$ cat config.mk
export PLATFORM = sky130hd
export DESIGN_NAME = regfile_dbg_arbiter
export DESIGN_NICKNAME = d
export VERILOG_FILES = /design/src/rtl/regfile_dbg_pkg.sv /design/src/rtl/regfile_dbg_arbiter.sv
export SDC_FILE = /design/constraint.sdc
export NUM_CORES = 1
export LEC_CHECK = 0
export BUFFER_PORTS_ARGS = -buffer_cell sky130_fd_sc_hd__buf_2
export CAP_MARGIN = 25
export CELL_PAD_IN_SITES_DETAIL_PLACEMENT = 1
export CELL_PAD_IN_SITES_GLOBAL_PLACEMENT = 2
export CORE_AREA = 2 2 126 128
export CTS_BUF_LIST = sky130_fd_sc_hd__clkbuf_2 sky130_fd_sc_hd__clkbuf_4 sky130_fd_sc_hd__clkbuf_8
export CTS_CLUSTER_SIZE = 12
export DETAILED_ROUTE_END_ITERATION = 7
export DIE_AREA = 0 0 128 130
export PLACE_DENSITY_LB_ADDON = 0.1
export SETUP_SLACK_MARGIN = 0.5
export SLEW_MARGIN = 20
export SYNTH_ARGS = -nofsm -noshare
export SYNTH_HDL_FRONTEND = slang
export SYNTH_SLANG_ARGS = --single-unit
$ cat constraint.sdc
create_clock -name i_clk -period 1.8 [get_ports i_clk]
set_input_delay 0.18 -clock i_clk [delete_from_list [all_inputs] [get_ports i_clk]]
set_output_delay 0.18 -clock i_clk [all_outputs]
set_load 0.01 [all_outputs]
$ cat src/rtl/regfile_dbg_pkg.sv
// Shared types and widths for the register-file debug arbiter.
// Holds the FSM state encoding and the datapath widths.
package regfile_dbg_pkg;

    localparam int REG_ADDR_W = 5;
    localparam int XLEN       = 32;
    localparam int QCNT_W     = 4;

    typedef enum logic [1:0] {
        IDLE,
        STALL,
        ACCESS,
        RESP
    } state_t;

endpackage

$ cat src/rtl/regfile_dbg_arbiter.sv
// Shares the register file between the core and a debug port.
// Optional macro REGFILE_DBG_WRITE_EN enables debug writes.
module regfile_dbg_arbiter
    import regfile_dbg_pkg::*;
#(
    parameter int QUIESCE_CYCLES = 1
) (
    input  logic                  i_clk,
    input  logic                  i_reset,
    input  logic [REG_ADDR_W-1:0] i_core_rs1_addr,
    input  logic [REG_ADDR_W-1:0] i_core_rs2_addr,
    input  logic [REG_ADDR_W-1:0] i_core_rd_addr,
    input  logic [XLEN-1:0]       i_core_rd_data,
    input  logic                  i_core_rd_wren,
    output logic                  o_core_stall,
    output logic [REG_ADDR_W-1:0] o_rf_rs1_addr,
    output logic [REG_ADDR_W-1:0] o_rf_rs2_addr,
    output logic [REG_ADDR_W-1:0] o_rf_rd_addr,
    output logic [XLEN-1:0]       o_rf_rd_data,
    output logic                  o_rf_rd_wren,
    input  logic [XLEN-1:0]       i_rf_rs1_data,
    input  logic                  i_dbg_req_valid,
    output logic                  o_dbg_req_ready,
    input  logic                  i_dbg_req_we,
    input  logic [REG_ADDR_W-1:0] i_dbg_req_addr,
    input  logic [XLEN-1:0]       i_dbg_req_wdata,
    output logic                  o_dbg_rsp_valid,
    input  logic                  i_dbg_rsp_ready,
    output logic [XLEN-1:0]       o_dbg_rsp_rdata,
    output logic                  o_dbg_rsp_err
);

`ifdef REGFILE_DBG_WRITE_EN
    localparam logic WR_EN = 1'b1;
`else
    localparam logic WR_EN = 1'b0;
`endif

    localparam logic [QCNT_W-1:0] QINIT = QCNT_W'(QUIESCE_CYCLES - 1);

    state_t                state_q, state_d;
    logic [QCNT_W-1:0]     qcnt_q, qcnt_d;
    logic                  lat_we;
    logic [REG_ADDR_W-1:0] lat_addr;
    logic [XLEN-1:0]       lat_wdata;
    logic                  stall_q;
    logic                  rsp_valid_q;
    logic [XLEN-1:0]       rsp_rdata_q;
    logic                  rsp_err_q;
    logic                  dbg_wr_acc;
    logic                  dbg_rd_acc;

    // Next-state and quiesce countdown.
    always_comb begin
        state_d = state_q;
        qcnt_d  = qcnt_q;
        unique case (state_q)
            IDLE: begin
                if (i_dbg_req_valid) begin
                    state_d = STALL;
                    qcnt_d  = QINIT;
                end
            end
            STALL: begin
                if (qcnt_q == '0) state_d = ACCESS;
                else              qcnt_d  = qcnt_q - QCNT_W'(1);
            end
            ACCESS:  state_d = RESP;
            RESP: begin
                if (i_dbg_rsp_ready) state_d = IDLE;
            end
            default: state_d = IDLE;
        endcase
    end

    // State, latched request and registered response/stall.
    always_ff @(posedge i_clk) begin
        if (!i_reset) begin
            state_q     <= IDLE;
            qcnt_q      <= '0;
            lat_we      <= 1'b0;
            lat_addr    <= '0;
            lat_wdata   <= '0;
            stall_q     <= 1'b0;
            rsp_valid_q <= 1'b0;
            rsp_rdata_q <= '0;
            rsp_err_q   <= 1'b0;
        end else begin
            state_q     <= state_d;
            qcnt_q      <= qcnt_d;
            stall_q     <= (state_d != IDLE);
            rsp_valid_q <= (state_d == RESP);
            if (state_q == IDLE && i_dbg_req_valid) begin
                lat_we    <= i_dbg_req_we;
                lat_addr  <= i_dbg_req_addr;
                lat_wdata <= i_dbg_req_wdata;
            end
            if (state_q == ACCESS) begin
                if (lat_we || lat_addr == '0) rsp_rdata_q <= '0;
                else                          rsp_rdata_q <= i_rf_rs1_data;
                rsp_err_q <= lat_we & ~WR_EN;
            end
        end
    end

    assign dbg_wr_acc = (state_q == ACCESS) && lat_we;
    assign dbg_rd_acc = (state_q == ACCESS) && !lat_we;

    // Register-file port mux: core passthrough unless debug owns it.
    always_comb begin
        o_rf_rs1_addr = i_core_rs1_addr;
        o_rf_rs2_addr = i_core_rs2_addr;
        o_rf_rd_addr  = i_core_rd_addr;
        o_rf_rd_data  = i_core_rd_data;
        o_rf_rd_wren  = 1'b0;
        if (state_q == IDLE) begin
            o_rf_rd_wren = i_core_rd_wren;
        end else if (dbg_wr_acc) begin
            o_rf_rd_addr = lat_addr;
            o_rf_rd_data = lat_wdata;
            o_rf_rd_wren = WR_EN;
        end else if (dbg_rd_acc) begin
            o_rf_rs1_addr = lat_addr;
        end
    end

    assign o_dbg_req_ready = (state_q == IDLE);
    assign o_core_stall    = stall_q;
    assign o_dbg_rsp_valid = rsp_valid_q;
    assign o_dbg_rsp_rdata = rsp_rdata_q;
    assign o_dbg_rsp_err   = rsp_err_q;

endmodule

### Word-level counts from Yosys, hierarchy flattened

Cells that the tools add are included.

* register bits: 79
* input port bits: 122
* output and inout bits: 84
* word-level logic and storage cells: 43

* add/sub/neg operators: 1
* eq/ne operators: 6
* mux-type cells: 16
* reduce and logical (&&, ||, !) cells: 11

Operators by type and width (count)
* 32-bit two-way mux: 3
* 5-bit two-way mux: 5
* 4-bit two-way mux: 2
* 2-bit one-hot mux with 4 select lines: 1
* 4-bit one-hot mux with 2 select lines: 1
* 2-bit == test (second input constant): 3
* 2-bit two-way mux: 3
* 5-bit zero test: 1
* 4-bit zero test: 1
* 2-bit inequality test (second input constant): 2
* 2-bit nonzero test: 2
* 4-bit by 1-bit subtractor with 4-bit output (second input constant): 1
* 1-bit logical AND: 3
* 3-bit AND reduction: 1
* 2-bit by 1-bit == test with 1-bit output (second input constant): 1
* 2-bit zero test: 1
* 1-bit zero test: 1
* 1-bit logical OR: 1
* 1-bit two-way mux: 1

### Depth between registers and ports, before layout

* word-level depth: 5
* depth in mapped cells: 7
* gate-level depth less buffers: 5

### Worst setup path after synthesis

Ideal clock, no wire load.

* kind: register -> output
* start point: reg state_q[0]
* end point: out o_rf_rd_data[17]
* required time: 1620 ps
* stages on the path, launching flop included: 8
* data arrival time: 1391 ps
* buffers on the path: 4
* path slack: 229 ps
* path through: dfxtp_1 -> buf_6 -> nor2b_1 -> buf_2 -> nand2_1 -> buf_2 -> buf_6 -> mux2_1

* cells in the longest elaborated chain, start to end: 4
* elaborated cells between the ends (all ways): 5
* those cells by class: 1 x eq/ne; 2 x mux; 2 x reduce/logical

Ends and longest elaborated chain
* start: declaration: RTL line regfile_dbg_arbiter.sv:41 `state_t state_q, state_d;`
* start signal: assignment: RTL line regfile_dbg_arbiter.sv:89 `state_q <= state_d;`
* 2-bit == test: RTL line regfile_dbg_arbiter.sv:106 `assign dbg_wr_acc = (state_q == ACCESS) && lat_we;`
* 1-bit logical AND: RTL line regfile_dbg_arbiter.sv:106
* 32-bit two-way mux: RTL line regfile_dbg_arbiter.sv:118 `end else if (dbg_wr_acc) begin`
* 32-bit two-way mux (*): RTL line regfile_dbg_arbiter.sv:116 `if (state_q == IDLE) begin`
* end: declaration: RTL line regfile_dbg_arbiter.sv:19 `output logic [XLEN-1:0] o_rf_rd_data,`

Every way passes the cells marked *; elsewhere a longest branch is shown, timed or not.

### Final worst setup path

* start point: reg state_q[1]
* end point: out o_rf_rd_data[19]

The elaborated chain is that of the path after synthesis.

==> impl_metrics.py <==
metrics = {
    "worst_setup_path": {
        "path_cells": "nor2b_4 -> nand2_4 -> buf_16 -> mux2_4 -> buf_6",
        "timing_worst_setup_path_type": "reg2out",
        "crit_family": "flip-flops",
        "cp_slowest_stage_delay_ns": 0.36,
        "critPathMaxFanout": 13,
        "start_kind": "register",
        "crit_buf_inv": 2,
        "critPathSlowestCell": "sky130_fd_sc_hd__dfxtp_2",
        "end_kind": "primary output",
        "required_time_of_the_worst_setup_path_ns": 1.62,
        "data_arrival_time_of_the_critical_path_ns": 1.61,
    },
    "detailed_routing": {
        "detailedRoute.firstPassIterationCount": 4,
        "post_drt_via_cell_ratio": 4.70,
        "vias": 3832,
        "drcViolationCount": 0,
        "routed_wire_length_per_instance_um": 17.8,
        "detail_route.iter0.violations": 149,
        "drt_antenna_net_count": 0,
        "totalWireLength_um": 14500,
    },
    "layout": {
        "antenna_cells_inserted": 0,
        "final_core_util_pct": 40.7,
        "mostFrequentLayoutCell": "sky130_fd_sc_hd__buf_2",
        "design.final.nets": 743,
        "final_design_area_no_fill_um2": 6280,
        "drive_above_1_share_pct": 60.2,
        "highest_count_cells_in_the_layout_ignoring_fill_and_taps": "sky130_fd_sc_hd__buf_2, sky130_fd_sc_hd__nand2_1, sky130_fd_sc_hd__dfxtp_1",
        "area_growth_pct": 74.0,
    },
    "power_and_ir_drop": {
        "power.share.sequential_pct": 28.7,
        "switch_share_pct": 38.8,
        "clockPowerShare_pct": 18.2,
        "leakagePower_nw": 2.63,
        "netSwitchingPower_mw": 3.13,
        "power_per_cell_area_nw_per_um2": 1290,
        "comb_power_share_pct": 53.1,
        "internal_portion_of_total_power_mw": 4.95,
        "vdd_drop_max_mv": 0.521,
    },
    "synthesis": {
        "yosysWarningCount": 0,
        "syn_inst": 419,
        "combined_area_of_all_synthesized_cells_um2": 3610,
        "mappedNetlistNets": 543,
        "ys_seq_area_share_pct": 43.8,
        "avgSynthCellArea_um2": 8.62,
        "ys_seq_elements": 79,
        "netlist-cell-type-count": 31,
    },
    "clock_tree": {
        "cts-htree-levels": 3,
        "clock_sinks": 79,
        "tritoncts": "done",
        "cts_buffer_depth": 2,
        "path_clk_slew_ns": 0.09,
        "numCtsBuffers": 9,
        "clock_latency_ns": 0.36,
        "cts_root_buf": "sky130_fd_sc_hd__clkbuf_8",
    },
    "placed_design": {
        "dp.final_hpwl_um": 9360,
        "post_placement_cell_area_um2": 4860,
        "gpl_congestion": 0.725,
        "placement.io_buffers": 195,
    },
    "run": {
        "maxCapViolCount": 0,
    },
    "floorplanning": {
        "die_width_um": 128,
        "die_y_extent_um": 130,
        "core-area_um2": 15400,
        "initial_utilization_pct": 23.4,
        "row_count": 46,
        "die_area_um2": 16600,
        "boundaryPins": 206,
    },
    "sta": {
        "slew_violations": 0,
        "max_freq_ghz": 0.559,
        "period_needed_ns": 1.79,
        "clock-skew-final_ns": 0.00961,
        "tns_ns": 0,
        "finalSetupViolCount": 0,
        "rsz0062_at_grt": "true",
        "finalHoldWorstSlack_ns": 0.0523,
        "hold_viol": 0,
        "slew-limit-headroom_pct": 52.6,
        "max_slew.worst_pin.slew_ns": 0.711,
        "fin_crit_sh_pct": 99.3,
    },
    "run_status": {
        "run_status": "finished clean",
    },
    "global_route": {
        "grt_use_total_pct": 16.8,
        "antenna_found_initial": 0,
        "globalRouteOverflowTotal": 0,
        "global_route_wire_length_before_repair_um": 21600,
        "grt_start_max_net_pins": 60,
        "grt_pass1_vias": 3903,
    },
    "min_path": {
        "hp-class": "in2reg",
    },
}
==> repair_timing <==
item	4_1_cts	5_1_grt
setup buffers	4	5
pin swaps	8	13
endpoints found under the setup margin	119	121
cloned	6	5
hold endpoints to repair	0	0
gates resized for setup	86	74
hold buffers	0	0
==> area by class of cell <==
type,instances,area [um^2]
clock buffers,13,179
clock inverters,2,37.5
fillers,1788,9140
inverters,6,25.0
multi-input cells,288,2410
flip-flops and latches,79,1600
well taps,192,240
repair buffers,235,1790
==> cells by family after synthesis <==
group / synth area share, %
simple gates: 15.0
compound gates: 19.9
flops: 43.8
buf+inv: 7.55
mux: 13.1
fa+ha+maj: 0.693
==> per-stage QoR <==
step | power, mW | setup slack [ns] | cells
2_1_floorplan | 3.92 | 0.329 | 419
3_3_place_gp | 4.76 | 0.300 | 780
3_5_place_dp | 4.81 | 0.251 | 780
4_1_cts | 7.35 | -0.0456 | 805
5_1_grt | 8.61 | -0.0668 | 815
6_report | 8.08 | 0.0123 | 815
==> Yosys cell counts (all sizes together) <==
cell type,instances,area [um^2]
a211oi,2,15.0
a21bo,1,10.0
a21oi,75,375
and2,2,12.5
and4bb,1,16.3
buf,17,140
clkbuf,29,110
clkinv,1,3.75
dfxtp,79,1580
ha,2,25.0
inv,5,18.8
mux2,42,473
nand2,110,413
nand2b,1,6.26
nand3b,1,7.51
nor2,3,11.3
nor2b,1,6.26
nor3b,2,15.0
o2111ai,32,280
o21ai,3,15.0
o21bai,1,7.51
o311ai,1,8.76
o31ai,1,7.51
or3,1,6.26
or3b,1,8.76
or4,5,37.5
==> worst min-delay path: cells and delay by family <==
kind | cells | cell delay (ns)
AND/OR/NAND/NOR | 1 | 0.05
buffers and inverters | 1 | 0.09
AO/OA/AOI/OAI | 1 | 0.05
==> layer usage <==
layer / part of all wire [%] / GRT usage, % / vias to the layer above
met5: 0 / 0 / -
met4: 1.3 / 6.08 / 0
met3: 4.2 / 2.99 / 12
met2: 52 / 29.7 / 100
met1: 42 / 20.6 / 1848
li1: - / - / 1872
==> sequential cells by signal, indices dropped and copies added (netlist names) <==
| register | count |
|---|---|
| lat_we | 1 |
| qcnt_q | 4 |
| state_q | 2 |
| o_dbg_rsp_err | 1 |
| o_dbg_rsp_valid | 1 |
| o_core_stall | 1 |
| o_dbg_rsp_rdata | 32 |
| lat_wdata | 32 |
| lat_addr | 5 |
==> final timing paths <==
| path | startpoint | endpoint | slack (ns) | cells after the start |
|---|---|---|---|---|
| setup / recovery | state_q[1] | o_rf_rd_data[19] | 0.01 | 5 |
| hold / removal | i_dbg_req_addr[0] | lat_addr[0] | 0.05 | 3 |
| setup reg to reg | lat_addr[0] | o_dbg_rsp_rdata[11] | 0.14 | 5 |
| hold reg to reg | o_dbg_rsp_err | o_dbg_rsp_err | 0.46 | 2 |
==> power by group through the flow <==
stage          Sequential [mW]  Clock [mW]  Combinational (mW)
2_1_floorplan             2.29           0                1.64
3_3_place_gp              2.31           0                2.45
3_5_place_dp              2.32           0                2.50
4_1_cts                   2.30        1.53                3.51
5_1_grt                   2.37        1.62                4.62
6_report                  2.32        1.47                4.29
(Power assumes the default switching activity.)
